`config.mk`:
```
export PLATFORM = sky130hd
export DESIGN_NAME = uart_recv
export DESIGN_NICKNAME = d
export VERILOG_FILES = /design/src/rtl/uart_pkg.sv /design/src/rtl/uart_sync.sv /design/src/rtl/uart_recv.sv
export SDC_FILE = /design/constraint.sdc
export NUM_CORES = 1
export LEC_CHECK = 0
export BUFFER_PORTS_ARGS = -buffer_cell sky130_fd_sc_hd__clkbuf_2
export CAP_MARGIN = 15
export CORE_AREA = 2 2 61 63
export CTS_CLUSTER_DIAMETER = 200
export CTS_CLUSTER_SIZE = 10
export DETAILED_ROUTE_END_ITERATION = 12
export DIE_AREA = 0 0 63 65
export GPL_TIMING_DRIVEN = 0
export PLACE_DENSITY = 0.66
export SLEW_MARGIN = 10
export SYNTH_ARGS = -nofsm -noshare
export SYNTH_HDL_FRONTEND = slang
export SYNTH_SLANG_ARGS = --single-unit
```
`constraint.sdc`:
```
create_clock -name clk -period 2.2 [get_ports clk]
set_clock_uncertainty 0.05 [all_clocks]
set_input_delay 0.11 -clock clk [delete_from_list [all_inputs] [get_ports clk]]
set_output_delay 0.11 -clock clk [all_outputs]
set_load 0.01 [all_outputs]
```
`src/rtl/uart_pkg.sv`:
```
// Shared definitions for the UART receive path: receiver state encoding,
// frame geometry constants and a small parity helper.
package uart_pkg;

    // Frame geometry and line idle level
    localparam int   DATA_BITS            = 8;
    localparam logic IDLE_LEVEL           = 1'b1;
    localparam int   DEFAULT_CLKS_PER_BIT = 16;

    // Receiver states; PARITY is only visited when parity checking is built in
    typedef enum logic [2:0] {
        IDLE      = 3'd0,
        START     = 3'd1,
        DATA      = 3'd2,
        PARITY    = 3'd3,
        STOP      = 3'd4,
        WAIT_HIGH = 3'd5
    } uart_state_e;

    // Even parity of a data byte: the parity bit a transmitter should send
    function automatic logic even_parity(input logic [DATA_BITS-1:0] data);
        return ^data;
    endfunction

endpackage

```
`src/rtl/uart_sync.sv`:
```
// Multi-flop synchronizer for the asynchronous serial line. The chain resets
// to the idle level so that a reset never looks like a start bit.
module uart_sync
    import uart_pkg::*;
#(
    parameter int SYNC_STAGES = 2
) (
    input  logic clk,
    input  logic rst,
    input  logic async_in,
    output logic sync_out
);

    logic [SYNC_STAGES-1:0] sync_q;
    logic [SYNC_STAGES-1:0] sync_d;

    // Shift the raw line into the bottom of the chain each cycle
    always_comb begin
        sync_d = {sync_q[SYNC_STAGES-2:0], async_in};
    end

    // Chain registers, forced to the idle level on reset
    always_ff @(posedge clk) begin
        if (rst) begin
            sync_q <= {SYNC_STAGES{IDLE_LEVEL}};
        end else begin
            sync_q <= sync_d;
        end
    end

    assign sync_out = sync_q[SYNC_STAGES-1];

endmodule

```
`src/rtl/uart_recv.sv`:
```
// UART receiver: samples 8N1 frames at mid-bit using its own baud counter,
// shifts data LSB first and reports each byte with a one-cycle valid strobe
// or a one-cycle frame_err strobe when the stop bit is low.
// Optional build macro UART_RECV_PARITY_EN adds an even-parity bit between
// the data and stop bits and a parity_err strobe output.
module uart_recv
    import uart_pkg::*;
#(
    parameter int CLKS_PER_BIT = DEFAULT_CLKS_PER_BIT,
    parameter int SYNC_STAGES  = 2
) (
    input  logic                 clk,
    input  logic                 rst,
    input  logic                 signal,
    output logic [DATA_BITS-1:0] character,
    output logic                 valid,
    output logic                 frame_err,
    output logic                 busy
`ifdef UART_RECV_PARITY_EN
    ,
    output logic                 parity_err
`endif
);

    localparam int CNT_W = $clog2(CLKS_PER_BIT);
    localparam int IDX_W = $clog2(DATA_BITS);

    // Counter terminal values: full bit period and half bit period
    localparam logic [CNT_W-1:0] BIT_LAST  = CNT_W'(CLKS_PER_BIT - 1);
    localparam logic [CNT_W-1:0] HALF_LAST = CNT_W'(CLKS_PER_BIT / 2 - 1);
    localparam logic [IDX_W-1:0] IDX_LAST  = IDX_W'(DATA_BITS - 1);

    logic sync_out;

    uart_state_e          state_q,     state_d;
    logic [CNT_W-1:0]     cnt_q,       cnt_d;
    logic [IDX_W-1:0]     bit_idx_q,   bit_idx_d;
    logic [DATA_BITS-1:0] shift_q,     shift_d;
    logic [DATA_BITS-1:0] character_q, character_d;
    logic                 valid_q,     valid_d;
    logic                 frame_err_q, frame_err_d;
    logic                 busy_q,      busy_d;
`ifdef UART_RECV_PARITY_EN
    logic                 par_bit_q,   par_bit_d;
    logic                 parity_err_q, parity_err_d;
`endif

    uart_sync #(
        .SYNC_STAGES (SYNC_STAGES)
    ) u_sync (
        .clk      (clk),
        .rst      (rst),
        .async_in (signal),
        .sync_out (sync_out)
    );

    // Next-state logic: walk the frame bit by bit, strobes default low
    always_comb begin
        state_d      = state_q;
        cnt_d        = cnt_q;
        bit_idx_d    = bit_idx_q;
        shift_d      = shift_q;
        character_d  = character_q;
        valid_d      = 1'b0;
        frame_err_d  = 1'b0;
        busy_d       = busy_q;
`ifdef UART_RECV_PARITY_EN
        par_bit_d    = par_bit_q;
        parity_err_d = 1'b0;
`endif

        case (state_q)
            IDLE: begin
                cnt_d     = '0;
                bit_idx_d = '0;
                if (sync_out != IDLE_LEVEL) begin
                    state_d = START;
                    busy_d  = 1'b1;
                end
            end

            START: begin
                if (cnt_q == HALF_LAST) begin
                    cnt_d = '0;
                    if (sync_out == IDLE_LEVEL) begin
                        state_d = IDLE;
                        busy_d  = 1'b0;
                    end else begin
                        state_d   = DATA;
                        bit_idx_d = '0;
                    end
                end else begin
                    cnt_d = cnt_q + 1'b1;
                end
            end

            DATA: begin
                if (cnt_q == BIT_LAST) begin
                    cnt_d              = '0;
                    shift_d[bit_idx_q] = sync_out;
                    if (bit_idx_q == IDX_LAST) begin
                        bit_idx_d = '0;
`ifdef UART_RECV_PARITY_EN
                        state_d   = PARITY;
`else
                        state_d   = STOP;
`endif
                    end else begin
                        bit_idx_d = bit_idx_q + 1'b1;
                    end
                end else begin
                    cnt_d = cnt_q + 1'b1;
                end
            end

`ifdef UART_RECV_PARITY_EN
            PARITY: begin
                if (cnt_q == BIT_LAST) begin
                    cnt_d     = '0;
                    par_bit_d = sync_out;
                    state_d   = STOP;
                end else begin
                    cnt_d = cnt_q + 1'b1;
                end
            end
`endif

            STOP: begin
                if (cnt_q == BIT_LAST) begin
                    cnt_d  = '0;
                    busy_d = 1'b0;
                    if (sync_out != IDLE_LEVEL) begin
                        frame_err_d = 1'b1;
                        state_d     = WAIT_HIGH;
                    end else begin
                        state_d = IDLE;
`ifdef UART_RECV_PARITY_EN
                        if (par_bit_q != even_parity(shift_q)) begin
                            parity_err_d = 1'b1;
                        end else begin
                            character_d = shift_q;
                            valid_d     = 1'b1;
                        end
`else
                        character_d = shift_q;
                        valid_d     = 1'b1;
`endif
                    end
                end else begin
                    cnt_d = cnt_q + 1'b1;
                end
            end

            WAIT_HIGH: begin
                cnt_d = '0;
                if (sync_out == IDLE_LEVEL) begin
                    state_d = IDLE;
                end
            end

            default: begin
                state_d = IDLE;
                cnt_d   = '0;
                busy_d  = 1'b0;
            end
        endcase
    end

    // State and registered outputs, all returned to idle values on reset
    always_ff @(posedge clk) begin
        if (rst) begin
            state_q      <= IDLE;
            cnt_q        <= '0;
            bit_idx_q    <= '0;
            shift_q      <= '0;
            character_q  <= '0;
            valid_q      <= 1'b0;
            frame_err_q  <= 1'b0;
            busy_q       <= 1'b0;
`ifdef UART_RECV_PARITY_EN
            par_bit_q    <= 1'b0;
            parity_err_q <= 1'b0;
`endif
        end else begin
            state_q      <= state_d;
            cnt_q        <= cnt_d;
            bit_idx_q    <= bit_idx_d;
            shift_q      <= shift_d;
            character_q  <= character_d;
            valid_q      <= valid_d;
            frame_err_q  <= frame_err_d;
            busy_q       <= busy_d;
`ifdef UART_RECV_PARITY_EN
            par_bit_q    <= par_bit_d;
            parity_err_q <= parity_err_d;
`endif
        end
    end

    assign character  = character_q;
    assign valid      = valid_q;
    assign frame_err  = frame_err_q;
    assign busy       = busy_q;
`ifdef UART_RECV_PARITY_EN
    assign parity_err = parity_err_q;
`endif

endmodule

```
==> impl_metrics.xml <==
<?xml version="1.0" encoding="UTF-8"?>
<metrics>
  <group name="timing">
    <metric name="worst-slew-pin-transition" unit="ns">0.539</metric>
    <metric name="rel_slew_slack" unit="">0.640</metric>
    <metric name="unrepaired_setup_endpoints_after_global_routing" unit="">no</metric>
    <metric name="finalSetupViolCount" unit="">0</metric>
    <metric name="max_freq" unit="MHz">548</metric>
    <metric name="finalMaxSlewViolations" unit="">0</metric>
    <metric name="layout_worst_path_cycle_share" unit="">0.829</metric>
    <metric name="final_period_demand_of_the_worst_path" unit="ns">1.82</metric>
    <metric name="summed_negative_setup_slack_over_all_endpoints" unit="ns">0</metric>
    <metric name="hold_viol" unit="">0</metric>
  </group>
  <group name="logic_synthesis">
    <metric name="ys_ff_latch" unit="">31</metric>
    <metric name="post-synth-top-area-cell" unit="">sky130_fd_sc_hd__dfxtp_1</metric>
    <metric name="post-synth-top-count-cell" unit="">sky130_fd_sc_hd__dfxtp_1</metric>
    <metric name="synth.lib_cells_used.distinct" unit="">41</metric>
    <metric name="ys_top_cells_by_area" unit="">sky130_fd_sc_hd__dfxtp_1, sky130_fd_sc_hd__mux2i_1, sky130_fd_sc_hd__nor2_1</metric>
    <metric name="synth-warning-count" unit="">0</metric>
    <metric name="yosys_most_used_dff" unit="">sky130_fd_sc_hd__dfxtp_1</metric>
    <metric name="synth.yosys.seq_area_share" unit="">0.415</metric>
    <metric name="syn-cell-area" unit="sq mm">0.00149</metric>
    <metric name="syn_inst" unit="">164</metric>
    <metric name="yosys-top-cells-count" unit="">sky130_fd_sc_hd__dfxtp_1, sky130_fd_sc_hd__nor2_1, sky130_fd_sc_hd__mux2i_1</metric>
    <metric name="post_synth.cell_area_avg" unit="sq um">9.11</metric>
    <metric name="synthArstFlopShare" unit="">0</metric>
    <metric name="synth.net_count" unit="">170</metric>
    <metric name="synth-edff-count" unit="">0</metric>
    <metric name="post-synth-top-area-fraction" unit="">0.415</metric>
  </group>
  <group name="floorplanning">
    <metric name="die_x" unit="um">63</metric>
    <metric name="core" unit="sq mm">0.00350</metric>
    <metric name="floorplan.die.height" unit="um">65</metric>
    <metric name="floorplan.initialDensity" unit="">0.427</metric>
    <metric name="placementRows" unit="">22</metric>
    <metric name="ioPinCount" unit="">14</metric>
    <metric name="die_area" unit="sq mm">0.00410</metric>
  </group>
  <group name="clock_tree">
    <metric name="ctsLongestPathBuffers" unit="">2</metric>
    <metric name="cts.htree.levels" unit="">2</metric>
    <metric name="postCtsHoldBufs" unit="">1</metric>
    <metric name="post_cts_buffers" unit="">0</metric>
    <metric name="cts.reportedPaths.clkPinSlew" unit="ns">0.09</metric>
    <metric name="clkLatencyLatePin" unit="ns">0.33</metric>
    <metric name="cts_root_buf" unit="">sky130_fd_sc_hd__clkbuf_4</metric>
    <metric name="clock_tree_from_tritoncts" unit="">yes</metric>
    <metric name="cts_made_buffers" unit="">5</metric>
    <metric name="cts_repair_resize_count" unit="">0</metric>
    <metric name="tritoncts_num_sinks" unit="">31</metric>
  </group>
  <group name="run_status">
    <metric name="outcome" unit="">complete, no violations</metric>
  </group>
  <group name="setup_path">
    <metric name="worstPathMaxFanout" unit="">10</metric>
    <metric name="critical_path.startpoint_type" unit="">flop</metric>
    <metric name="endpoint_kind" unit="">flop</metric>
    <metric name="worst_setup_path_startpoint" unit="">cnt_q[0]$_SDFF_PP0_</metric>
    <metric name="worst_path_dominant_cell_family" unit="">compound AO/OA/AOI/OAI gates</metric>
    <metric name="worst-endpoint-required" unit="ns">2.36</metric>
    <metric name="r2r-start" unit="">cnt_q[0]$_SDFF_PP0_</metric>
    <metric name="crit_path_top_delay_cell" unit="">sky130_fd_sc_hd__dfxtp_1</metric>
    <metric name="critPathKind" unit="">flop to flop</metric>
    <metric name="arrival" unit="ns">1.99</metric>
    <metric name="longest_individual_stage_delay_on_the_worst_path" unit="ns">0.36</metric>
    <metric name="crit_path_cell_trace" unit="">ha_1, buf_2, and3_1, buf_4, a211oi_1, o311ai_0, o31ai_1</metric>
    <metric name="cp.buffers_inverters" unit="">2</metric>
  </group>
  <group name="layout">
    <metric name="insertedDiodeCount" unit="">0</metric>
    <metric name="finish.net_count" unit="">190</metric>
    <metric name="area.growth.synth_to_final" unit="%">12.1</metric>
    <metric name="finalInstanceArea" unit="sq mm">0.00167</metric>
    <metric name="drive_above_1_share" unit="">0.189</metric>
    <metric name="postLayoutCoreUtil" unit="">0.479</metric>
    <metric name="finalNonFillerCells" unit="">233</metric>
  </group>
  <group name="global_routing">
    <metric name="globalRoute.totalOverflow" unit="">0</metric>
    <metric name="grt_pass1_wl" unit="mm">5.31</metric>
    <metric name="first_global_vias" unit="">1161</metric>
    <metric name="antenna_found_initial" unit="">0</metric>
    <metric name="grt_start_max_net_pins" unit="">11</metric>
    <metric name="overall_track_demand_over_capacity_in_global_routing" unit="">0.169</metric>
  </group>
  <group name="power_and_ir_drop">
    <metric name="peakVddDrop" unit="uV">373</metric>
    <metric name="total_leakage_power" unit="nW">0.664</metric>
    <metric name="p_per_area" unit="mW/mm^2">697</metric>
  </group>
  <group name="routing">
    <metric name="final_wirelength" unit="mm">2.97</metric>
    <metric name="first_pass_iters" unit="">4</metric>
    <metric name="final_antenna_net_count" unit="">0</metric>
    <metric name="via_count" unit="">1207</metric>
    <metric name="via_per_inst" unit="">5.18</metric>
    <metric name="drc" unit="">0</metric>
    <metric name="average_wire_length_per_cell_after_detail_routing" unit="um">12.8</metric>
    <metric name="initialDrtViolationCount" unit="">43</metric>
  </group>
  <group name="place">
    <metric name="post_dp_cell_area" unit="sq mm">0.00161</metric>
    <metric name="detailedPlacementHpwl" unit="mm">2.14</metric>
    <metric name="number_of_placed_instances_with_taps_included" unit="">224</metric>
    <metric name="finalWeightedCongestion" unit="">0.883</metric>
    <metric name="place.port_buffers" unit="">12</metric>
  </group>
  <group name="min_path">
    <metric name="worst_hold_path_type" unit="">input port to flop</metric>
    <metric name="start_point_of_the_worst_min_delay_path" unit="">rst</metric>
  </group>
  <group name="flow_run">
    <metric name="max-cap-violations" unit="">0</metric>
  </group>
</metrics>
## where the power goes
group | leakage (nW) | internal (mW) | switching (mW)
Combinational | 0.384 | 0.0977 | 0.166
Clock | 0.0293 | 0.124 | 0.188
Sequential | 0.250 | 0.579 | 0.0108
Total | 0.664 | 0.801 | 0.365
## worst reg2reg max path: cells and delay by family, from the launching register on
kind            cells  cell delay, ns
compound gates      3            0.58
fa+ha+maj           1            0.14
buf+inv             2            0.36
flops               1            0.36
simple gates        1            0.21
## cells in the final DEF (no fill, tap or decap), types with 5 or more instances in the layout
cell                       count
sky130_fd_sc_hd__clkbuf_4      5
sky130_fd_sc_hd__o21ai_0       7
sky130_fd_sc_hd__mux2i_1      16
sky130_fd_sc_hd__nand2_1       8
sky130_fd_sc_hd__a21oi_1       6
sky130_fd_sc_hd__xnor2_1       5
sky130_fd_sc_hd__nand4_1      10
sky130_fd_sc_hd__nor2_1       26
sky130_fd_sc_hd__clkbuf_1      5
sky130_fd_sc_hd__clkbuf_2     12
sky130_fd_sc_hd__dfxtp_1      31
sky130_fd_sc_hd__inv_1         5
## per-layer routing
layer  track usage  wire length (um)  vias to the layer above
met5             0                 0                        -
met4        0.0861                64                        0
met3        0.0521               113                        7
met2         0.265              1380                       24
met1         0.209              1410                      555
li1              -                 -                      621
## cells by family after synthesis
kind of cell / after synthesis / share of synthesized area
AND/OR/NAND/NOR: 68 / 0.252
flip-flops: 31 / 0.415
AO/OA/AOI/OAI: 25 / 0.112
buffers and inverters: 16 / 0.0586
multiplexers: 16 / 0.107
XOR/XNOR: 5 / 0.0293
adder cells (fa/ha/maj): 3 / 0.0251
## through the flow
stage | setup slack (ns) | power, mW | hold WS, ns
final | 0.376 | 1.17 | 0.201
after global routing | 0.103 | 1.24 | 0.230
after CTS | 0.388 | 1.17 | 0.194
after detailed placement | 0.402 | 0.861 | 0.246
after global placement | 0.456 | 0.864 | 0.245
after floorplan | 0.588 | 0.811 | 0.164
## state kept, by name, summed over array words and instances, names as in the netlist
register / count
character: 8
shift_q: 8
cnt_q: 4
bit_idx_q: 3
state_q: 3
u_sync.sync_q: 2
busy: 1
frame_err: 1
valid: 1
## path summary, 6_finish.rpt
| check | endpoint | slack [ns] | cells past startpoint |
|---|---|---|---|
| worst min register to register | u_sync.sync_q[1]$_SDFF_PP1_ | 0.37 | 1 |
| worst max register to register | state_q[0]$_SDFFE_PP0P_ | 0.38 | 7 |
| worst max-delay path | state_q[0]$_SDFFE_PP0P_ | 0.38 | 7 |
| worst min-delay path | frame_err$_SDFF_PP0_ | 0.20 | 2 |
## layout make-up
type / count / area (sq um)
clock buffers: 7 / 45.0
fillers: 358 / 1820
clock inverters: 1 / 5.00
multi-input cells: 117 / 786
plain buffers: 11 / 68.8
inverters: 5 / 18.8
well taps: 48 / 60.1
flip-flops and latches: 31 / 621
repair buffers: 13 / 70.1
No activity file was read; power rests on OpenSTA's default activity.
